<file path="src/rtl/mem_bus_ctrl_if.sv">
// Bus bundle between the CPU memory port, the RAM and the I/O pins of mem_bus_ctrl.
// The slave modport is the controller's view; master is the surrounding environment.
interface mem_bus_ctrl_if #(
  parameter int DATA_W = 16,
  parameter int ADDR_W = 9
);
  logic [1:0]        mem_cmd;
  logic [ADDR_W-1:0] mem_addr;
  logic [DATA_W-1:0] mem_wdata;
  logic [DATA_W-1:0] mem_rdata;
  logic              ready;
  logic              err;
  logic [ADDR_W-1:0] ram_addr;
  logic [DATA_W-1:0] ram_wdata;
  logic              ram_we;
  logic [DATA_W-1:0] ram_rdata;
  logic [DATA_W-1:0] sw_in;
  logic [DATA_W-1:0] led_out;

  modport slave (
    input  mem_cmd, mem_addr, mem_wdata, ram_rdata, sw_in,
    output mem_rdata, ready, err, ram_addr, ram_wdata, ram_we, led_out
  );

  modport master (
    output mem_cmd, mem_addr, mem_wdata, ram_rdata, sw_in,
    input  mem_rdata, ready, err, ram_addr, ram_wdata, ram_we, led_out
  );
endinterface

</file>
<file path="src/rtl/mem_bus_ctrl.sv">
// Memory/I-O bus controller: latches a CPU request, waits out RAM read latency,
// decodes RAM / switch / LED windows and returns a one-cycle ready (plus err if unmapped).
module mem_bus_ctrl #(
  parameter int DATA_W      = 16,
  parameter int ADDR_W      = 9,
  parameter int WAIT_CYCLES = 1,
  parameter int IO_BASE     = 256
) (
  input logic           clk,
  input logic           reset,
  mem_bus_ctrl_if.slave bus
);

  localparam int CNT_W = ($clog2(WAIT_CYCLES + 1) > 1) ? $clog2(WAIT_CYCLES + 1) : 1;
  localparam logic [CNT_W-1:0]  WAIT_LOAD = CNT_W'(WAIT_CYCLES);
  localparam logic [ADDR_W-1:0] SW_ADDR   = ADDR_W'(IO_BASE);
  localparam logic [ADDR_W-1:0] LED_ADDR  = ADDR_W'(IO_BASE + 1);
  localparam logic [1:0]        CMD_READ  = 2'b01;
  localparam logic [1:0]        CMD_WRITE = 2'b10;

  typedef enum logic [1:0] {
    IDLE = 2'b00,
    BUSY = 2'b01,
    DONE = 2'b10
  } state_t;

  function automatic logic ram_hit(input logic [ADDR_W-1:0] a);
    return (a < SW_ADDR);
  endfunction

  // The switch is read-only and the LED latch write-only; the wrong direction is unmapped.
  function automatic logic unmapped(input logic [ADDR_W-1:0] a, input logic wr);
    return !(ram_hit(a) || ((a == SW_ADDR) && !wr) || ((a == LED_ADDR) && wr));
  endfunction

  state_t            state_q, state_d;
  logic              wr_q, wr_d;
  logic [ADDR_W-1:0] addr_q, addr_d;
  logic [DATA_W-1:0] wdata_q, wdata_d;
  logic [CNT_W-1:0]  cnt_q, cnt_d;
  logic [DATA_W-1:0] rdata_q, rdata_d;
  logic [DATA_W-1:0] led_q, led_d;
  logic              ready_q, ready_d;
  logic              err_q, err_d;
  logic              ram_we_q, ram_we_d;

  // State and output registers
  always_ff @(posedge clk or posedge reset) begin
    if (reset) begin
      state_q  <= IDLE;
      wr_q     <= 1'b0;
      addr_q   <= {ADDR_W{1'b0}};
      wdata_q  <= {DATA_W{1'b0}};
      cnt_q    <= {CNT_W{1'b0}};
      rdata_q  <= {DATA_W{1'b0}};
      led_q    <= {DATA_W{1'b0}};
      ready_q  <= 1'b0;
      err_q    <= 1'b0;
      ram_we_q <= 1'b0;
    end else begin
      state_q  <= state_d;
      wr_q     <= wr_d;
      addr_q   <= addr_d;
      wdata_q  <= wdata_d;
      cnt_q    <= cnt_d;
      rdata_q  <= rdata_d;
      led_q    <= led_d;
      ready_q  <= ready_d;
      err_q    <= err_d;
      ram_we_q <= ram_we_d;
    end
  end

  // Next-state, datapath and registered-output decode
  always_comb begin
    state_d = state_q;
    wr_d    = wr_q;
    addr_d  = addr_q;
    wdata_d = wdata_q;
    cnt_d   = cnt_q;
    rdata_d = rdata_q;
    led_d   = led_q;

    case (state_q)
      IDLE: begin
        if ((bus.mem_cmd == CMD_READ) || (bus.mem_cmd == CMD_WRITE)) begin
          wr_d    = (bus.mem_cmd == CMD_WRITE);
          addr_d  = bus.mem_addr;
          wdata_d = bus.mem_wdata;
          if ((bus.mem_cmd == CMD_READ) && ram_hit(bus.mem_addr)) begin
            cnt_d = WAIT_LOAD;
          end else begin
            cnt_d = {CNT_W{1'b0}};
          end
          state_d = BUSY;
        end else begin
          state_d = IDLE;
        end
      end
      BUSY: begin
        if (cnt_q != {CNT_W{1'b0}}) begin
          cnt_d   = cnt_q - CNT_W'(1);
          state_d = BUSY;
        end else begin
          if (!wr_q) begin
            if (ram_hit(addr_q)) begin
              rdata_d = bus.ram_rdata;
            end else if (!unmapped(addr_q, wr_q)) begin
              rdata_d = bus.sw_in;
            end else begin
              rdata_d = {DATA_W{1'b0}};
            end
          end else begin
            if (addr_q == LED_ADDR) begin
              led_d = wdata_q;
            end else begin
              led_d = led_q;
            end
          end
          state_d = DONE;
        end
      end
      DONE: begin
        state_d = IDLE;
      end
      default: begin
        state_d = IDLE;
      end
    endcase

    // Outputs are registered, so they are decoded from the next state.
    ready_d  = (state_d == DONE);
    err_d    = (state_d == DONE) && unmapped(addr_q, wr_q);
    ram_we_d = (state_d == BUSY) && wr_d && ram_hit(addr_d);
  end

  assign bus.mem_rdata = rdata_q;
  assign bus.ready     = ready_q;
  assign bus.err       = err_q;
  assign bus.ram_addr  = addr_q;
  assign bus.ram_wdata = wdata_q;
  assign bus.ram_we    = ram_we_q;
  assign bus.led_out   = led_q;

endmodule

</file>
<file path="src/flat_wrapper.sv">
// flat-port wrapper written by rule: the top's interface ports become plain ports
module mem_bus_ctrl_flat 
#(
  parameter int DATA_W      = 16,
  parameter int ADDR_W      = 9,
  parameter int WAIT_CYCLES = 1,
  parameter int IO_BASE     = 256
)
  (clk, reset, bus_mem_cmd, bus_mem_addr, bus_mem_wdata, bus_ram_rdata, bus_sw_in, bus_mem_rdata, bus_ready, bus_err, bus_ram_addr, bus_ram_wdata, bus_ram_we, bus_led_out);
  mem_bus_ctrl_if #(.DATA_W(DATA_W), .ADDR_W(ADDR_W)) bus_i ();
  input logic clk;
  input logic reset;
  input wire logic [$bits(bus_i.mem_cmd)-1:0] bus_mem_cmd;
  input wire logic [$bits(bus_i.mem_addr)-1:0] bus_mem_addr;
  input wire logic [$bits(bus_i.mem_wdata)-1:0] bus_mem_wdata;
  input wire logic [$bits(bus_i.ram_rdata)-1:0] bus_ram_rdata;
  input wire logic [$bits(bus_i.sw_in)-1:0] bus_sw_in;
  output wire logic [$bits(bus_i.mem_rdata)-1:0] bus_mem_rdata;
  output wire logic [$bits(bus_i.ready)-1:0] bus_ready;
  output wire logic [$bits(bus_i.err)-1:0] bus_err;
  output wire logic [$bits(bus_i.ram_addr)-1:0] bus_ram_addr;
  output wire logic [$bits(bus_i.ram_wdata)-1:0] bus_ram_wdata;
  output wire logic [$bits(bus_i.ram_we)-1:0] bus_ram_we;
  output wire logic [$bits(bus_i.led_out)-1:0] bus_led_out;
  assign bus_i.mem_cmd = bus_mem_cmd;
  assign bus_i.mem_addr = bus_mem_addr;
  assign bus_i.mem_wdata = bus_mem_wdata;
  assign bus_i.ram_rdata = bus_ram_rdata;
  assign bus_i.sw_in = bus_sw_in;
  assign bus_mem_rdata = bus_i.mem_rdata;
  assign bus_ready = bus_i.ready;
  assign bus_err = bus_i.err;
  assign bus_ram_addr = bus_i.ram_addr;
  assign bus_ram_wdata = bus_i.ram_wdata;
  assign bus_ram_we = bus_i.ram_we;
  assign bus_led_out = bus_i.led_out;
  mem_bus_ctrl #(.DATA_W(DATA_W), .ADDR_W(ADDR_W), .WAIT_CYCLES(WAIT_CYCLES), .IO_BASE(IO_BASE)) u_core (.clk(clk), .reset(reset), .bus(bus_i));
endmodule
</file>
<file path="config.mk">
export PLATFORM = sky130hd
export DESIGN_NAME = mem_bus_ctrl_flat
export DESIGN_NICKNAME = d
export VERILOG_FILES = /design/src/rtl/mem_bus_ctrl_if.sv /design/src/rtl/mem_bus_ctrl.sv /design/src/flat_wrapper.sv
export SDC_FILE = /design/constraint.sdc
export NUM_CORES = 1
export LEC_CHECK = 0
export ABC_AREA = 1
export BUFFER_PORTS_ARGS = -buffer_cell sky130_fd_sc_hd__buf_2
export CAP_MARGIN = 20
export CORE_MARGIN = 8
export CORE_UTILIZATION = 45
export DETAILED_ROUTE_END_ITERATION = 6
export PLACE_DENSITY = 0.86
export SLEW_MARGIN = 20
export SYNTH_ARGS = -nofsm -noshare
export SYNTH_HDL_FRONTEND = slang
export SYNTH_SLANG_ARGS = --single-unit
export TNS_END_PERCENT = 20
</file>
<file path="constraint.sdc">
create_clock -name clk -period 2.5 [get_ports clk]
set_input_delay 0.625 -clock clk [delete_from_list [all_inputs] [get_ports clk]]
set_output_delay 0.625 -clock clk [all_outputs]
set_load 0.02 [all_outputs]
</file>
==> metrics.sh <==
PATH_DELAY_FAMILY='buffers and inverters'
NUM_IO_PINS=121
CLK_ROOT_BUFFER_CELL='sky130_fd_sc_hd__clkbuf_8'
SYNTH_FP_NETS=404
DIE_AREA_UM2=9150
FINALMAXSLEWVIOLATIONS=0
END_KIND='flop'
HTREE_NUM_LEVELS=3
POST_CTS_RESIZE_COUNT=0
GLOBAL_ROUTE.USAGE.MET2_PCT=26.9
HOLD-WORST-SLACK_PS=347
DRT-TOTAL-WL_MM=7.58
GR-USAGE-MET3_PCT=5.20
CELL_COUNT_AFTER_PLACEMENT=526
CELLPOWERDENSITY_nW_PER_UM2=1230
YS_SEQ_ELEMENTS=64
TRITONCTS='yes'
CTS_BUFFERS=9
SETUP.WORST_PATH.START_CLASS='primary input'
PERIOD_SHARE_PCT=77.5
CLK-INSERTION-DELAY-LATE_PS=330
SETUP_VIOL_COUNT_FINAL=0
SYN2LAYOUT_AREA_GROWTH_PCT=29.8
CTS.REPORTEDPATHS.CLKPINSLEW_PS=70
POST_CTS.REPAIR.SETUP_BUFFERS=0
RUN_STATUS='finished, final reports clean'
REPORT.FINAL.HOLD_VIOL_COUNT=0
POST_SYNTH_NUM_CELL_TYPES=23
NUM_ANTENNA_CELLS=0
GLOBALROUTETOTALUTIL_PCT=16.5
PATH_COMMON_CELL='sky130_fd_sc_hd__nand2_1'
INITIAL_CORE_UTIL_PCT=45.7
DIE_W_UM=95.7
WORST-PATH-MAX-FANOUT=22
DIE-HEIGHT_UM=95.7
ROUTEDWLPERCELL_UM=14.0
SYNTHCELLS=341
VIAS_PER_CELL=4.71
FINALNONFILLERCELLS=542
GP_CONGESTION=0.860
FIRSTDRTPASSITERS=4
GRT.OVERFLOW.TOTAL=0
FINAL_NETS=523
POWER.TOTAL_mW=4.57
BUFFER_PORTS.INSERTED=120
FINAL_CRITICAL_PATH_SETUP_SLACK_PS=562
HOLD_BUFFERS=0
LAYOUT_MIN_CYCLE_TIME_PS=1940
REGTOREGSETUPSLACK_PS=770
GROUTE.LAYER.MET1.USAGE_PCT=19.6
CRITICAL-PATH-SLOWEST-CELL='sky130_fd_sc_hd__clkinv_1'
DPL.HPWL_MM=5.73
ANT_NETS=0
SYN-CELL-AREA_UM2=2860
TIMING.FMAX_MHz=516
CLOCK-SKEW-FINAL_PS=7.22
POST-PLACE-WS_PS=241
CRIT_BUF_INV=4
DESIGN.CORE.AREA_UM2=6240
DESIGN_AREA_UM2=3700
GRT_SETUP_UNREPAIRED='false'
WORST_PIN_SLEW_PS=920
PATH_CLASS='primary input to flop'
DRT_ITER0_DRC=150
YOSYSSEQAREASHARE_PCT=56.1
GRT_MOST_USED_LAYER='met2'
POST_SYNTH.CELL_AREA_AVG_UM2=8.37
GRT_ANTENNA_BEFORE_REPAIR=0
ROW_COUNT=29
GRT_MAX_DEGREE=65
FIRST_GLOBAL_VIAS=2428
VDD.IR_DROP.WORST_mV=0.825
HOLD_PATH.CLASS='primary input to async pin'
CAP_VIOLATIONS=0
POSTPLACECELLAREA_UM2=3500
WORST-ENDPOINT-ARRIVAL_PS=2140
FINAL_LAYOUT_SIZE_SUFFIX_GT1_SHARE_PCT=35.7
CLOCK-SINKS=64
DRT_DRC_VIOLATIONS_LEFT=0
SLEW_LIMIT_HEADROOM_PCT=38.5
MAX-CLOCK-PATH-BUFFERS=2
DR_TOTAL_VIAS=2554
STATIC-LEAKAGE-POWER_nW=2.20
WORSTPATHCELLLIST='buf_2 > inv_1 > ha_1 > nor2_1 > nand2_1 > clkinv_1 > buf_4 > nand2_1 > o21ai_0'
FINALSETUPTNS_PS=0
CRITPATHMAXSTAGEDELAY_PS=440
SYNTHESIS.YOSYS.WARNINGS=0
GRT_FIRST_PASS_WIRELENGTH_MM=11.7
FINAL_CORE_UTIL_PCT=59.4
CRITPATHREQUIREDTIME_PS=2700
cells in the final DEF, fill, tap and decap left out:
cell type / n
sky130_fd_sc_hd__clkbuf_8: 11
sky130_fd_sc_hd__clkinvlp_4: 2
sky130_fd_sc_hd__buf_12: 1
sky130_fd_sc_hd__o21ai_0: 25
sky130_fd_sc_hd__ha_1: 2
sky130_fd_sc_hd__nor3_4: 1
sky130_fd_sc_hd__nand2_2: 3
sky130_fd_sc_hd__or2_2: 15
sky130_fd_sc_hd__buf_2: 120
sky130_fd_sc_hd__clkinv_1: 1
sky130_fd_sc_hd__nor2_4: 1
sky130_fd_sc_hd__nand2_4: 1
sky130_fd_sc_hd__clkinv_2: 2
sky130_fd_sc_hd__a21boi_0: 1
sky130_fd_sc_hd__dfrtp_1: 64
sky130_fd_sc_hd__nand3_1: 18
sky130_fd_sc_hd__nor2_1: 23
sky130_fd_sc_hd__inv_1: 13
sky130_fd_sc_hd__inv_2: 4
sky130_fd_sc_hd__nor2_8: 1
sky130_fd_sc_hd__nand3_4: 1
sky130_fd_sc_hd__nand3b_1: 1
sky130_fd_sc_hd__buf_4: 2
sky130_fd_sc_hd__nand2_1: 151
sky130_fd_sc_hd__bufinv_16: 1
synthesized netlist by cell type, drive strengths merged:
master	n	area, um^2
a21boi	1	7.51
nand3	19	108
clkbuf	3	12.5
dfrtp	64	1600
clkinv	1	3.75
nand3b	1	7.51
nand2	155	597
ha	2	25.0
or2	15	93.8
buf	12	76.3
nor3	1	16.3
o21ai	25	125
nor2	25	118
inv	17	63.8
worst paths after layout:
| kind | start | to | depth (start not counted) |
|---|---|---|---|
| worst min register to register | u_core.bus.led_out[6]$_DFFE_PP0P_ | u_core.bus.led_out[6]$_DFFE_PP0P_ | 2 |
| worst min-delay path | reset | u_core.bus.mem_rdata[2]$_DFFE_PP0P_ | 3 |
| max in group asynchronous | reset | u_core.bus.ram_wdata[14]$_DFFE_PP0N_ | 3 |
| min in group clk | u_core.bus.led_out[6]$_DFFE_PP0P_ | u_core.bus.led_out[6]$_DFFE_PP0P_ | 2 |
| worst max register to register | u_core.bus.ram_addr[2]$_DFFE_PP0N_ | u_core.bus.led_out[2]$_DFFE_PP0P_ | 6 |
| worst max-delay path | bus_mem_cmd[0] | u_core.bus.ram_addr[2]$_DFFE_PP0N_ | 9 |
cells by family (layout without fill, tap and decap cells):
logic type | Yosys count | after routing | synth area share (%)
AOI/OAI and AO/OA | 26 | 26 | 4.65
adders and majority gates | 2 | 2 | 0.876
buffers and inverters | 33 | 157 | 5.48
DFF | 64 | 64 | 56.1
and+or+nand+nor | 216 | 216 | 32.9
routing by layer:
metal / up-vias / share of wire, %
li1: 1289 / -
met1: 1173 / 40
met2: 74 / 51
met3: 18 / 6.1
met4: 0 / 2.6
met5: - / 0
registers in the layout, indices dropped and copies added, names as in the netlist:
register,cells
u_core.bus.ram_we,1
u_core.bus.ready,1
u_core.bus.ram_wdata,16
u_core.state_q,2
u_core.bus.mem_rdata,16
u_core.bus.led_out,16
u_core.bus.err,1
u_core.bus.ram_addr,9
u_core.cnt_q,1
u_core.wr_q,1
layout make-up:
| cell class | instances | area (um^2) |
|---|---|---|
| Clock buffer | 11 | 151 |
| Sequential cell | 64 | 1600 |
| Inverter | 18 | 67.6 |
| Clock inverter | 5 | 55.1 |
| Tap cell | 77 | 96.3 |
| Timing Repair Buffer | 123 | 636 |
| Multi-Input combinational cell | 244 | 1100 |
| Fill cell | 589 | 2540 |
where the power goes:
part | switching, mW | internal [mW]
sequential | 0.312 | 1.42
combinational | 1.31 | 0.622
clock | 0.393 | 0.511
worst reg2reg max path, cell delays in order (launching register included):
cell and delay (ps):
sky130_fd_sc_hd__dfrtp_1 400, sky130_fd_sc_hd__inv_1 70, sky130_fd_sc_hd__nand2_1 100, sky130_fd_sc_hd__nor3_4 610, sky130_fd_sc_hd__nand2_4 260, sky130_fd_sc_hd__nand2_1 130, sky130_fd_sc_hd__nand2_1 60
(Power assumes the default switching activity.)
